[config.mk]
export PLATFORM = sky130hd
export DESIGN_NAME = hex_loader
export DESIGN_NICKNAME = d
export VERILOG_FILES = /design/src/rtl/hex_loader.sv
export SDC_FILE = /design/constraint.sdc
export NUM_CORES = 1
export LEC_CHECK = 0
export ABC_AREA = 1
export BUFFER_PORTS_ARGS = -buffer_cell sky130_fd_sc_hd__buf_2
export CAP_MARGIN = 10
export CELL_PAD_IN_SITES_DETAIL_PLACEMENT = 1
export CELL_PAD_IN_SITES_GLOBAL_PLACEMENT = 1
export CORE_MARGIN = 5
export CORE_UTILIZATION = 40
export CTS_BUF_LIST = sky130_fd_sc_hd__clkbuf_8
export DETAILED_ROUTE_END_ITERATION = 12
export GPL_ROUTABILITY_DRIVEN = 0
export PLACE_DENSITY_LB_ADDON = 0.15
export REMOVE_ABC_BUFFERS = 1
export SYNTH_ARGS = -nofsm -noshare
export SYNTH_HDL_FRONTEND = slang
export SYNTH_SLANG_ARGS = --single-unit
export TNS_END_PERCENT = 100
[constraint.sdc]
create_clock -name clk -period 4.8 [get_ports clk]
set_input_delay 0.48 -clock clk [delete_from_list [all_inputs] [get_ports clk]]
set_output_delay 0.48 -clock clk [all_outputs]
set_load 0.005 [all_outputs]
[src/rtl/hex_loader.sv]
// Intel HEX parser fed by the MiSTer download channel. Decoded data bytes are
// written into the program memory write port, one registered write per byte.
module hex_loader #(
  parameter int ADDR_ROM_BUS_WIDTH = 14
) (
  input  logic                          clk,
  input  logic                          rst,
  input  logic                          dl_active,
  input  logic                          dl_wr,
  input  logic [7:0]                    dl_data,
  output logic                          pm_we,
  output logic [ADDR_ROM_BUS_WIDTH-1:0] pm_addr,
  output logic [15:0]                   pm_din,
  output logic [1:0]                    pm_be,
  output logic                          core_rst,
  output logic                          done,
  output logic                          err
);

  typedef enum logic [2:0] {
    S_IDLE, S_LEN, S_ADDR, S_TYPE, S_DATA, S_CHK, S_HALT
  } state_t;

  localparam logic [16:0] BYTE_SPACE = 17'd1 << (ADDR_ROM_BUS_WIDTH + 1);

  // Returns {valid, nibble}; valid is clear for anything but 0-9, A-F, a-f.
  function automatic logic [4:0] hex_decode(input logic [7:0] c);
    if (c >= 8'h30 && c <= 8'h39) begin
      return {1'b1, c[3:0]};
    end else if ((c >= 8'h41 && c <= 8'h46) || (c >= 8'h61 && c <= 8'h66)) begin
      return {1'b1, c[3:0] + 4'd9};
    end else begin
      return 5'd0;
    end
  endfunction

  state_t                        state_q, state_d, st_s;
  logic [1:0]                    nib_q, nib_d, nib_b_s;
  logic [3:0]                    hi_q, hi_d;
  logic [7:0]                    len_q, len_d;
  logic [15:0]                   addr_q, addr_d;
  logic [7:0]                    type_q, type_d;
  logic [7:0]                    idx_q, idx_d, idx_b_s;
  logic [7:0]                    sum_q, sum_d, sum_b_s;
  logic                          act_q, act_d;
  logic                          core_rst_q, core_rst_d;
  logic                          done_q, done_d;
  logic                          err_q, err_d;
  logic                          pm_we_q, pm_we_d;
  logic [ADDR_ROM_BUS_WIDTH-1:0] pm_addr_q, pm_addr_d;
  logic [15:0]                   pm_din_q, pm_din_d;
  logic [1:0]                    pm_be_q, pm_be_d;
  logic                          start_s;
  logic [4:0]                    hex_s;
  logic [7:0]                    byte_s, sum_new_s;
  logic [15:0]                   byte_addr_s;

  // Parser next-state, checksum and write-port computation.
  always_comb begin
    // A download start discards whatever the previous one left behind.
    start_s     = dl_active & ~act_q;
    st_s        = start_s ? S_IDLE : state_q;
    nib_b_s     = start_s ? 2'd0 : nib_q;
    idx_b_s     = start_s ? 8'd0 : idx_q;
    sum_b_s     = start_s ? 8'd0 : sum_q;
    hex_s       = hex_decode(dl_data);
    byte_s      = {hi_q, hex_s[3:0]};
    sum_new_s   = sum_b_s + byte_s;
    byte_addr_s = addr_q + {8'd0, idx_b_s};

    state_d    = st_s;
    nib_d      = nib_b_s;
    hi_d       = hi_q;
    len_d      = len_q;
    addr_d     = addr_q;
    type_d     = type_q;
    idx_d      = idx_b_s;
    sum_d      = sum_b_s;
    act_d      = dl_active;
    core_rst_d = dl_active;
    done_d     = start_s ? 1'b0 : done_q;
    err_d      = start_s ? 1'b0 : err_q;
    pm_we_d    = 1'b0;
    pm_addr_d  = pm_addr_q;
    pm_din_d   = pm_din_q;
    pm_be_d    = pm_be_q;

    if (dl_active && dl_wr) begin
      case (st_s)
        S_IDLE: begin
          if (dl_data == 8'h3A) begin
            state_d = S_LEN;
            nib_d   = 2'd0;
            idx_d   = 8'd0;
            sum_d   = 8'd0;
          end else begin
            state_d = S_IDLE;
          end
        end
        S_HALT: begin
          state_d = S_HALT;
        end
        default: begin
          if (!hex_s[4]) begin
            err_d   = 1'b1;
            state_d = S_IDLE;
          end else if (!nib_b_s[0]) begin
            hi_d  = hex_s[3:0];
            nib_d = nib_b_s + 2'd1;
          end else begin
            sum_d = sum_new_s;
            nib_d = 2'd0;
            case (st_s)
              S_LEN: begin
                len_d   = byte_s;
                state_d = S_ADDR;
              end
              S_ADDR: begin
                if (!nib_b_s[1]) begin
                  addr_d[15:8] = byte_s;
                  nib_d        = 2'd2;
                end else begin
                  addr_d[7:0] = byte_s;
                  state_d     = S_TYPE;
                end
              end
              S_TYPE: begin
                type_d  = byte_s;
                idx_d   = 8'd0;
                state_d = (len_q == 8'd0) ? S_CHK : S_DATA;
              end
              S_DATA: begin
                if (type_q == 8'h00) begin
                  if ({1'b0, byte_addr_s} >= BYTE_SPACE) begin
                    err_d = 1'b1;
                  end else begin
                    pm_we_d   = 1'b1;
                    pm_addr_d = byte_addr_s[ADDR_ROM_BUS_WIDTH:1];
                    pm_din_d  = {byte_s, byte_s};
                    pm_be_d   = byte_addr_s[0] ? 2'b10 : 2'b01;
                  end
                end else begin
                  pm_we_d = 1'b0;
                end
                idx_d = idx_b_s + 8'd1;
                if (idx_b_s + 8'd1 == len_q) begin
                  state_d = S_CHK;
                end else begin
                  state_d = S_DATA;
                end
              end
              S_CHK: begin
                if (sum_new_s != 8'd0) begin
                  err_d   = 1'b1;
                  state_d = S_IDLE;
                end else if (type_q == 8'h01) begin
                  done_d  = 1'b1;
                  state_d = S_HALT;
                end else begin
                  state_d = S_IDLE;
                end
              end
              default: begin
                state_d = S_IDLE;
              end
            endcase
          end
        end
      endcase
    end else begin
      state_d = st_s;
    end
  end

  // State and output registers.
  always_ff @(posedge clk or posedge rst) begin
    if (rst) begin
      state_q    <= S_IDLE;
      nib_q      <= 2'd0;
      hi_q       <= 4'd0;
      len_q      <= 8'd0;
      addr_q     <= 16'd0;
      type_q     <= 8'd0;
      idx_q      <= 8'd0;
      sum_q      <= 8'd0;
      act_q      <= 1'b0;
      core_rst_q <= 1'b1;
      done_q     <= 1'b0;
      err_q      <= 1'b0;
      pm_we_q    <= 1'b0;
      pm_addr_q  <= '0;
      pm_din_q   <= 16'd0;
      pm_be_q    <= 2'b00;
    end else begin
      state_q    <= state_d;
      nib_q      <= nib_d;
      hi_q       <= hi_d;
      len_q      <= len_d;
      addr_q     <= addr_d;
      type_q     <= type_d;
      idx_q      <= idx_d;
      sum_q      <= sum_d;
      act_q      <= act_d;
      core_rst_q <= core_rst_d;
      done_q     <= done_d;
      err_q      <= err_d;
      pm_we_q    <= pm_we_d;
      pm_addr_q  <= pm_addr_d;
      pm_din_q   <= pm_din_d;
      pm_be_q    <= pm_be_d;
    end
  end

  assign pm_we    = pm_we_q;
  assign pm_addr  = pm_addr_q;
  assign pm_din   = pm_din_q;
  assign pm_be    = pm_be_q;
  assign core_rst = core_rst_q;
  assign done     = done_q;
  assign err      = err_q;

endmodule
==> results of run 1 <==
==> area by class of cell <==
| class | instances | area [um2] | area share |
|---|---|---|---|
| multi-input cells | 464 | 2580 | 0.439 |
| clock inverters | 6 | 110 | 0.0187 |
| inverters | 105 | 403 | 0.0686 |
| clock buffers | 10 | 138 | 0.0234 |
| repair buffers | 52 | 273 | 0.0464 |
| well taps | 176 | 220 | 0.0375 |
| flip-flops and latches | 86 | 2150 | 0.366 |
==> cell usage in the layout (no fill, tap or decap), drive strengths merged, types with 3 or more instances in the layout <==
cell type	n
bufinv	3
nor2	43
a21o	4
nand2	187
inv	105
buf	52
a31oi	4
nor4	4
xnor2	7
xor2	12
nand3	41
dfrtp	85
clkbuf	10
o22ai	6
ha	21
o21ai	83
a21oi	14
nand4	16
nor3	10
==> state kept, by name (all words and copies together), names as in the netlist, 2 cells and up <==
| name | cells |
|---|---|
| nib_q | 2 |
| addr_q | 16 |
| state_q | 3 |
| pm_addr | 14 |
| idx_q | 8 |
| hi_q | 4 |
| type_q | 8 |
| sum_q | 8 |
| pm_be | 2 |
| len_q | 8 |
| pm_din | 8 |
==> critical path: stages <==
cell and delay [ns]:
buf_2 0.12, inv_1 0.11, ha_1 0.19, o21ai_0 0.09
a21oi_1 0.18, inv_1 0.14, nand2_2 0.20, nand3_1 0.25
inv_1 0.19, ha_1 0.32, a21oi_1 0.23, nand2_1 0.12
xnor2_1 0.20, nand3_1 0.12, nor2_1 0.16, nand4_1 0.18
nand2_1 0.10, nand2_1 0.06, nand2_1 0.07, nand2_1 0.05
a21oi_1 0.11
==> cells by family (layout without fill, tap and decap cells) <==
kind of cell               after synthesis  count (layout)  synth area share
xor gates and xnor gates                19              19            0.0316
AOI/OAI and AO/OA                      116             116             0.124
buffers and inverters                  122             173             0.103
DFF                                     86              86             0.408
and+or+nand+nor                        306             306             0.276
adders and majority gates               23              23            0.0574
==> worst max-delay path by stage <==
stage | startpoint | to | slack, ns | cells past startpoint
final | dl_data[1] | state_q[1]$_DFF_PP0_ | 1.44 | 21
after detailed placement | dl_data[1] | state_q[1]$_DFF_PP0_ | 1.05 | 21
after floorplan | dl_data[1] | state_q[1]$_DFF_PP0_ | 1.79 | 20
after global placement | dl_data[0] | state_q[1]$_DFF_PP0_ | 1.31 | 21
after CTS | dl_data[1] | state_q[1]$_DFF_PP0_ | 1.45 | 21
after global routing | dl_data[1] | state_q[1]$_DFF_PP0_ | 1.04 | 21
==> power groups by stage <==
| stage | Combinational [mW] | Clock (mW) | Sequential [mW] |
|---|---|---|---|
| final | 0.128 | 0.637 | 0.741 |
| after global routing | 0.144 | 0.686 | 0.742 |
| after CTS | 0.130 | 0.654 | 0.741 |
| after detailed placement | 0.130 | 0 | 0.756 |
| after global placement | 0.126 | 0 | 0.755 |
| after floorplan | 0.0877 | 0 | 0.754 |
==> layer usage <==
metal,vias up,GRT usage,wire length [um]
met5,-,0,0
met4,0,0.0638,225
met3,14,0.0262,298
met2,47,0.331,7090
met1,2156,0.238,6600
li1,2260,-,-
==> through the flow <==
stage          utilization  worst slack, ns  hold WS, ns  instance area, um2  power, mW
2_1_floorplan            -             1.79        0.454                5130      0.841
3_3_place_gp         0.430             1.31        0.451                5630      0.881
3_5_place_dp         0.430             1.05        0.462                5630      0.886
4_1_cts              0.449             1.45        0.199                5880       1.53
5_1_grt              0.449             1.04        0.236                5880       1.57
6_report             0.449             1.44        0.187                5880       1.51
==> impl_metrics.csv, run 1 <==
group,metric,value,unit
placed_design,hpwl,11000,um
critical_path,rrSetupSlack,1.54,ns
status,status,"complete, no violations",
clock_tree,numCtsBuffers,9,
finish,syn_to_final_growth,11.4,%
clock_tree,clock_sinks,86,
critical_path,critPathKind,"input pin to flop",
die,core_area,13100,um2
critical_path,worst_r2r_path_depth,14,
timing,rsz0062_at_grt,"false",
timing,hold_viol_final,0,
die,die-area,15600,um2
die,start_util,0.403,
die,core.rowCount,42,
grt,overflow,0,
synth,yosys-top-cells-area,"dfrtp_1, nand2_1, inv_1",
power_and_ir_drop,power_density,256,nW/um2
timing,period_share,0.699,
placed_design,placed_cells,883,
route,drtIter0Drc,141,
power_and_ir_drop,power.leakage,3.08,nW
finish,fin_nets,753,
timing,finalCriticalPeriod,3.36,ns
clock_tree,cts_tree,"built",
die,ios,48,
clock_tree,clock_path_buffers,2,
grt,grt_pass1_vias,4694,
die,die_width,125,um
power_and_ir_drop,power_frac_comb,0.085,
route,wl,14200,um
critical_path,start_kind,"input pin",
synth,synth-seq-cells,86,
route,drc,0,
route,wl_per_cell,15.8,um
placed_design,portBuffers,47,
synth,netlist_area,5270,um2
clock_tree,ctsResizeCount,0,
job,drv_cap,0,
clock_tree,holdBufCountCts,0,
timing,tns,0,ns
critical_path,regToRegStartpoint,"act_q$_DFF_PP0_",
power_and_ir_drop,p_switching,378,uW
die,die_height,125,um
route,ant_nets,0,
timing,worst_pin_slew,0.698,ns
synth,synthArstFlopShare,1.00,
synth,yosys_warnings,0,
clock_tree,h-tree-depth,3,
synth,avgSynthCellArea,7.85,um2
route,vias,4477,
clock_tree,postCtsSetupRepairBufs,0,
grt,grt_max_degree,47,
critical_path,cp_max_fo,9,
timing,clock_skew,0.00970,ns
power_and_ir_drop,ir_drop,0.000113,V
critical_path,worstSetupEndpointType,"flop",
power_and_ir_drop,switching_share,0.251,
finish,final-instance-count-excl-fill,899,
synth,synthMostInstantiatedCell,"nand2_1",
synth,synth_edf_count,0,
finish,drive_gt1_frac,0.151,
clock_tree,path_clk_slew,0.09,ns
clock_tree,cts_root_buf,"clkbuf_8",
grt,grt_pass1_wl,23800,um
finish,fill_cells,1669,
grt,grt_antenna_before_repair,0,
grt,grtUsageTotal,0.189,
min_path,holdCritPathClass,"input pin to asynchronous set/reset pin",
route,viasPerCell,4.98,
synth,postSynthCellCount,672,
timing,max-slew-margin-rel,0.534,
timing,max_freq,298,MHz
synth,yosysTopAreaCellShare,0.403,
route,drt_pre_antenna_iters,4,
critical_path,r2r_end,"pm_addr[13]$_DFFE_PP0P_",
finish,antenna_cells,0,
clock_tree,clk_latency,0.37,ns
power_and_ir_drop,pwr-share-clk,0.423,
synth,synth_ff_type,"dfrtp_1",
timing,slew_viol_final,0,
synth,yosysTopAreaCell,"dfrtp_1",
synth,synth_seq_area_share,0.408,
critical_path,cp_data_required_time,5.10,ns
timing,finalSetupViolations,0,
synth,yosysUniqueCellTypes,43,
synth,yosys-top-cells-count,"nand2_1, inv_1, dfrtp_1",
critical_path,crit_arrival,3.65,ns
power_and_ir_drop,p_seq_frac,0.492,
power_and_ir_drop,internal_power,1.13,mW
Note: power is estimated with default switching activity, not from simulation.
==> run 2, diff against run 1 <==
==> constraint.sdc (replaced) <==
create_clock -name clk -period 3 [get_ports clk]
set_input_delay 0.3 -clock clk [delete_from_list [all_inputs] [get_ports clk]]
set_output_delay 0.3 -clock clk [all_outputs]
set_load 0.005 [all_outputs]
==> impl_metrics.csv, run 2 (same netlist as run 1, synthesis figures left out) <==
group,metric,value,unit
timing,tns,0,ns
critical_path,r2r_end,"pm_addr[13]$_DFFE_PP0P_",
critical_path,cp_max_fo,6,
clock_tree,clock_path_buffers,2,
route,drtIter0Drc,199,
clock_tree,numCtsBuffers,9,
clock_tree,holdBufCountCts,0,
finish,drive_gt1_frac,0.211,
die,core.rowCount,42,
critical_path,crit_path_max_incr_delay,0.30,ns
grt,grt_antenna_before_repair,0,
timing,hold_viol_final,0,
critical_path,critical-path-top-delay-family,"compound AO/OA/AOI/OAI gates",
finish,largest_reg_flops,16,
die,start_util,0.403,
die,die_width,125,um
timing,max_freq,354,MHz
finish,syn_to_final_growth,18.7,%
placed_design,portBuffers,47,
power_and_ir_drop,ir_drop,0.000241,V
clock_tree,cts_tree,"built",
route,vias,4730,
critical_path,crit_end,"state_q[1]$_DFF_PP0_",
route,ant_nets,0,
clock_tree,clk_latency,0.38,ns
grt,grtUsageTotal,0.200,
critical_path,start_kind,"input pin",
clock_tree,clock_sinks,86,
die,die-area,15600,um2
critical_path,crit_slowest_cell,"ha_1",
critical_path,cp.depth,20,
timing,max-slew-margin-rel,0.511,
critical_path,cp_common_cell,"nand2_1",
timing,worst_pin_slew,0.732,ns
die,ios,48,
clock_tree,cts_root_buf,"clkbuf_8",
status,status,"complete, no violations",
finish,layout_commonest_cell,"nand2_1",
grt,grt_pass1_wl,25200,um
critical_path,worst_r2r_path_depth,16,
timing,finalCriticalPeriod,2.82,ns
grt,overflow,0,
critical_path,cp-startpoint,"dl_data[1]",
critical_path,crit_arrival,3.13,ns
min_path,holdCritPathClass,"input pin to asynchronous set/reset pin",
critical_path,critPathKind,"input pin to flop",
power_and_ir_drop,power_density,380,nW/um2
die,die_height,125,um
grt,grt_pass1_vias,5024,
route,drt_pre_antenna_iters,7,
route,drc,0,
critical_path,regToRegStartpoint,"act_q$_DFF_PP0_",
finish,fin_nets,790,
die,core_area,13100,um2
route,viasPerCell,5.05,
clock_tree,path_clk_slew,0.09,ns
timing,clock_skew,0.00946,ns
critical_path,cp_num_buf_inv,4,
finish,antenna_cells,0,
route,wl,15200,um
clock_tree,h-tree-depth,3,
critical_path,rrSetupSlack,0.19,ns
critical_path,cp_data_required_time,3.30,ns
critical_path,worstSetupEndpointType,"flop",
finish,final_cell_mix,"nand2_1, inv_1, dfrtp_1",
critical_path,crit_chain,"buf_2, inv_1, ha_1, o21ai_0, a21oi_1, inv_2, o21ai_0, buf_4, ha_1, a21oi_2, nand2_1, xnor2_2, nand3_1, nor2_2, nand4_1, nand2_1, nand2_1, nand2_1, nand2_1, a21oi_1",
placed_design,hpwl,11800,um
timing,slew_viol_final,0,
timing,period_share,0.942,
power_and_ir_drop,power.leakage,3.29,nW
route,wl_per_cell,16.2,um
job,drv_cap,0,
finish,top_register,"addr_q",
power_and_ir_drop,total_power,2.38,mW
grt,grt_max_degree,46,
timing,finalSetupViolations,0,
run 2: what timing repair did:
action,4_1_cts,5_1_grt
pin swaps,0,3
buffers inserted,0,6
hold endpoints to repair,0,0
endpoints found under the setup margin,2,13
resized for setup,1,15
run 2: area by class of cell:
type / instances / area (um2)
Fill cell: 1610 / 6830
Multi-Input combinational cell: 464 / 2640
Sequential cell: 86 / 2150
Timing Repair Buffer: 89 / 613
Inverter: 105 / 403
Tap cell: 176 / 220
Clock buffer: 10 / 138
Clock inverter: 6 / 91.3
run 2: how the worst min path moves through the flow:
stage               slack (ns)                 end       from  depth (start not counted)
global route              0.07  core_rst$_DFF_PP1_  dl_active                          1
finish                    0.01  sum_q[4]$_DFF_PP0_        rst                          2
CTS                       0.03  sum_q[4]$_DFF_PP0_        rst                          2
floorplan                 0.30  core_rst$_DFF_PP1_  dl_active                          0
detailed placement        0.45  sum_q[4]$_DFF_PP0_        rst                          2
global placement          0.45  sum_q[4]$_DFF_PP0_        rst                          2
run 2: through the flow:
stage | worst slack [ns] | hold slack, ns | instances | utilization | area, um2
final | 0.175 | 0.0126 | 936 | 0.478 | 6260
after global routing | -0.0383 | 0.0741 | 936 | 0.478 | 6260
after CTS | 0.0120 | 0.0284 | 930 | 0.470 | 6140
after detailed placement | -0.295 | 0.451 | 914 | 0.452 | 5910
after global placement | -0.0189 | 0.446 | 914 | 0.452 | 5910
after floorplan | 0.166 | 0.304 | 655 | - | 5130
run 2: where the power goes:
part | switching (mW) | internal [mW] | leakage, nW
Combinational | 0.161 | 0.0800 | 2.06
Sequential | 0.0136 | 1.17 | 1.10
Clock | 0.453 | 0.498 | 0.117
run 2: worst register-to-register path, delay by kind of cell, from the launching register on:
kind	cells	cell delay [ns]
and+or+nand+nor	5	0.69
adders and majority gates	2	0.59
AOI/OAI and AO/OA	3	0.42
buffers and inverters	6	0.57
DFF	1	0.42
run 2: per-layer routing:
metal,wire length (um),vias to the layer above,global-route usage,share of wire
met5,0,-,0,0
met4,348,0,0.0670,0.023
met3,487,21,0.0369,0.032
met2,7790,71,0.358,0.51
met1,6550,2291,0.243,0.43
li1,-,2347,-,-
==> run 3, diff against run 2 <==
--- a/config.mk
+++ b/config.mk
@@ -5,7 +5,6 @@
 export SDC_FILE = /design/constraint.sdc
 export NUM_CORES = 1
 export LEC_CHECK = 0
-export ABC_AREA = 1
 export BUFFER_PORTS_ARGS = -buffer_cell sky130_fd_sc_hd__buf_2
 export CAP_MARGIN = 10
 export CELL_PAD_IN_SITES_DETAIL_PLACEMENT = 1
==> impl_metrics.csv, run 3 <==
group,metric,value,unit
synth,yosysTopAreaCellShare,0.419,
die,die-area,15100,um2
timing,tns,-0.347,ns
critical_path,regToRegStartpoint,"act_q$_DFF_PP0_",
timing,rsz0062_at_grt,"true",
grt,grt_antenna_before_repair,0,
die,core.rowCount,41,
synth,synth-seq-cells,86,
power_and_ir_drop,p_seq_frac,0.483,
timing,setup_ws,-0.120,ns
timing,period_share,1.04,
route,vias,4492,
finish,final_cell_area,6590,um2
die,die_width,123,um
timing,worst_pin_slew,0.770,ns
finish,syn_to_final_growth,29.6,%
timing,finalSetupViolations,4,
clock_tree,clock_path_buffers,2,
synth,synthMostInstantiatedCell,"dfrtp_1",
synth,yosys-top-cells-count,"dfrtp_1, nand2_1, nor2_1",
route,wl,16200,um
critical_path,cp_common_cell,"buf_4",
min_path,holdCritPathClass,"input pin to asynchronous set/reset pin",
power_and_ir_drop,power.leakage,3.30,nW
timing,holdWs,0.0125,ns
finish,top_register,"addr_q",
status,violations,"setup timing",
finish,antenna_cells,0,
clock_tree,clock_sinks,86,
critical_path,crit_arrival,3.39,ns
placed_design,placed_cells,789,
critical_path,rrSetupSlack,0.02,ns
route,ant_nets,0,
synth,avgSynthCellArea,9.61,um2
critical_path,crit_path_max_incr_delay,0.38,ns
die,core_area,12500,um2
synth,postSynthCellCount,529,
timing,clock_skew,0.00995,ns
power_and_ir_drop,power_density,386,nW/um2
synth,netlist_area,5080,um2
synth,synth_seq_area_share,0.424,
route,viasPerCell,5.46,
synth,yosys-top-cells-area,"dfrtp_1, mux2_2, ha_1",
grt,overflow,0,
die,die_height,123,um
power_and_ir_drop,power_frac_comb,0.145,
clock_tree,clk_latency,0.38,ns
placed_design,portBuffers,47,
die,start_util,0.406,
critical_path,start_kind,"input pin",
grt,grtUsageTotal,0.208,
clock_tree,numCtsBuffers,9,
power_and_ir_drop,ir_drop,0.000169,V
power_and_ir_drop,pwr-share-clk,0.372,
synth,synthArstFlopShare,1.00,
clock_tree,holdBufCountCts,0,
critical_path,cp_num_buf_inv,7,
finish,final-instance-count-excl-fill,822,
finish,post-route-util,0.526,
route,drt_pre_antenna_iters,4,
clock_tree,cts_root_buf,"clkbuf_8",
route,drc,0,
synth,yosys_warnings,0,
synth,synth_edf_count,0,
timing,max_freq,321,MHz
grt,grt_pass1_vias,4761,
critical_path,cp_max_fo,3,
status,status,"finished, violations left",
route,drtIter0Drc,217,
timing,max-slew-margin-rel,0.486,
power_and_ir_drop,p_switching,708,uW
timing,finalCriticalPeriod,3.12,ns
synth,yosysUniqueCellTypes,68,
finish,largest_reg_flops,16,
clock_tree,path_clk_slew,0.09,ns
power_and_ir_drop,total_power,2.54,mW
clock_tree,cts_tree,"built",
placed_design,post-place-ws,-0.718,ns
critical_path,crit_slowest_cell,"fa_2",
grt,grt_pass1_wl,24100,um
placed_design,dpl_cell_area,5920,um2
critical_path,cp-startpoint,"dl_data[1]",
timing,hold_viol_final,0,
finish,fill_cells,1436,
synth,yosysTopAreaCell,"dfrtp_1",
finish,layout_commonest_cell,"dfrtp_1",
timing,slew_viol_final,0,
finish,multiInputGateArea,2930,um2
power_and_ir_drop,switching_share,0.279,
placed_design,hpwl,10800,um
critical_path,critPathKind,"input pin to flop",
clock_tree,h-tree-depth,3,
grt,grt_max_degree,41,
finish,register_area,2150,um2
job,drv_cap,0,
power_and_ir_drop,internal_power,1.83,mW
finish,final_cell_mix,"dfrtp_1, buf_4, nand2_1",
finish,fin_nets,681,
critical_path,cp_data_required_time,3.27,ns
critical_path,crit_chain,"buf_2, inv_4, ha_4, buf_4, nor3b_2, buf_4, nor3_4, a21oi_2, inv_1, ha_2, inv_2, fa_2, nor2b_4, o31a_1, o22ai_2, xnor2_2, a2111oi_2, buf_4, nand3_4, o41ai_2",
critical_path,critical-path-top-delay-family,"compound AO/OA/AOI/OAI gates",
critical_path,worstSetupEndpointType,"flop",
die,ios,48,
route,wl_per_cell,19.8,um
finish,drive_gt1_frac,0.372,
synth,synth_ff_type,"dfrtp_1",
==> run 3: changes by cell type after synthesis, moves of 8 or more <==
| cell | previous run | this run |
|---|---|---|
| nand2_1 | 176 | 51 |
| inv_1 | 98 | 29 |
| mux2_2 | 0 | 36 |
| nand3_1 | 40 | 12 |
| o21ai_1 | 26 | 1 |
| a21oi_1 | 13 | 34 |
| nor2_1 | 30 | 49 |
| o21ai_0 | 50 | 31 |
| nand4_1 | 16 | 0 |
| xnor2_1 | 7 | 21 |
| nand2_2 | 10 | 0 |
| nor2b_1 | 0 | 8 |
==> run 3: timing repair <==
| item | CTS | global route |
|---|---|---|
| pin swaps | 17 | 22 |
| setup endpoints to repair | 26 | 26 |
| hold endpoints to repair | 0 | 0 |
| gates resized for setup | 25 | 34 |
| cloned | 0 | 3 |
| setup buffers | 4 | 11 |
==> run 3: cell families (layout without fill, tap and decap cells) <==
family,after synthesis,in the layout,share of synthesized area
buffers and inverters,54,175,0.0485
flip-flops,86,86,0.424
XOR/XNOR,30,30,0.0517
adder cells (fa/ha/maj),23,23,0.0596
multiplexers,40,40,0.0896
AND/OR/NAND/NOR,178,178,0.181
AO/OA/AOI/OAI,118,118,0.146
==> run 3: power by group through the flow <==
stage	Sequential, mW	Clock [mW]	Combinational, mW
after floorplan	1.23	0	0.149
after global placement	1.25	0	0.294
after detailed placement	1.25	0	0.301
after CTS	1.23	0.965	0.326
after global routing	1.23	1.02	0.397
final	1.23	0.946	0.369
==> run 3: final timing paths <==
check | to | cells past startpoint
min in group clk | core_rst$_DFF_PP1_ | 2
hold / removal | pm_din[12]$_DFFE_PP0P_ | 2
setup reg to reg | state_q[1]$_DFF_PP0_ | 15
max in group asynchronous | core_rst$_DFF_PP1_ | 3
hold reg to reg | type_q[3]$_DFFE_PP0P_ | 2
setup / recovery | state_q[1]$_DFF_PP0_ | 20
==> run 3: area by class of cell <==
type                    count  share of cell area
clock inverters             5              0.0125
clock buffers              10              0.0209
inverters                  30              0.0177
well taps                 172              0.0327
flip-flops and latches     86               0.327
repair buffers            130               0.144
multi-input cells         389               0.445
==> run 3: metal layers <==
metal	share of wire	vias up	wire, um	track usage
met5	0	-	0	0
met4	0.028	0	449	0.0882
met3	0.025	28	408	0.0313
met2	0.52	71	8500	0.371
met1	0.42	2300	6880	0.249
li1	-	2093	-	-
==> run 3: worst register-to-register path, stage by stage (launching register included) <==
cell and delay [ns]:
dfrtp_1 0.35, nand2b_4 0.13, buf_12 0.14, nand2_1 0.10, inv_1 0.07, ha_2 0.18
inv_2 0.04, fa_2 0.38, nor2b_4 0.14, o31a_1 0.21, o22ai_2 0.11, xnor2_2 0.18
a2111oi_2 0.34, buf_4 0.18, nand3_4 0.08, o41ai_2 0.23
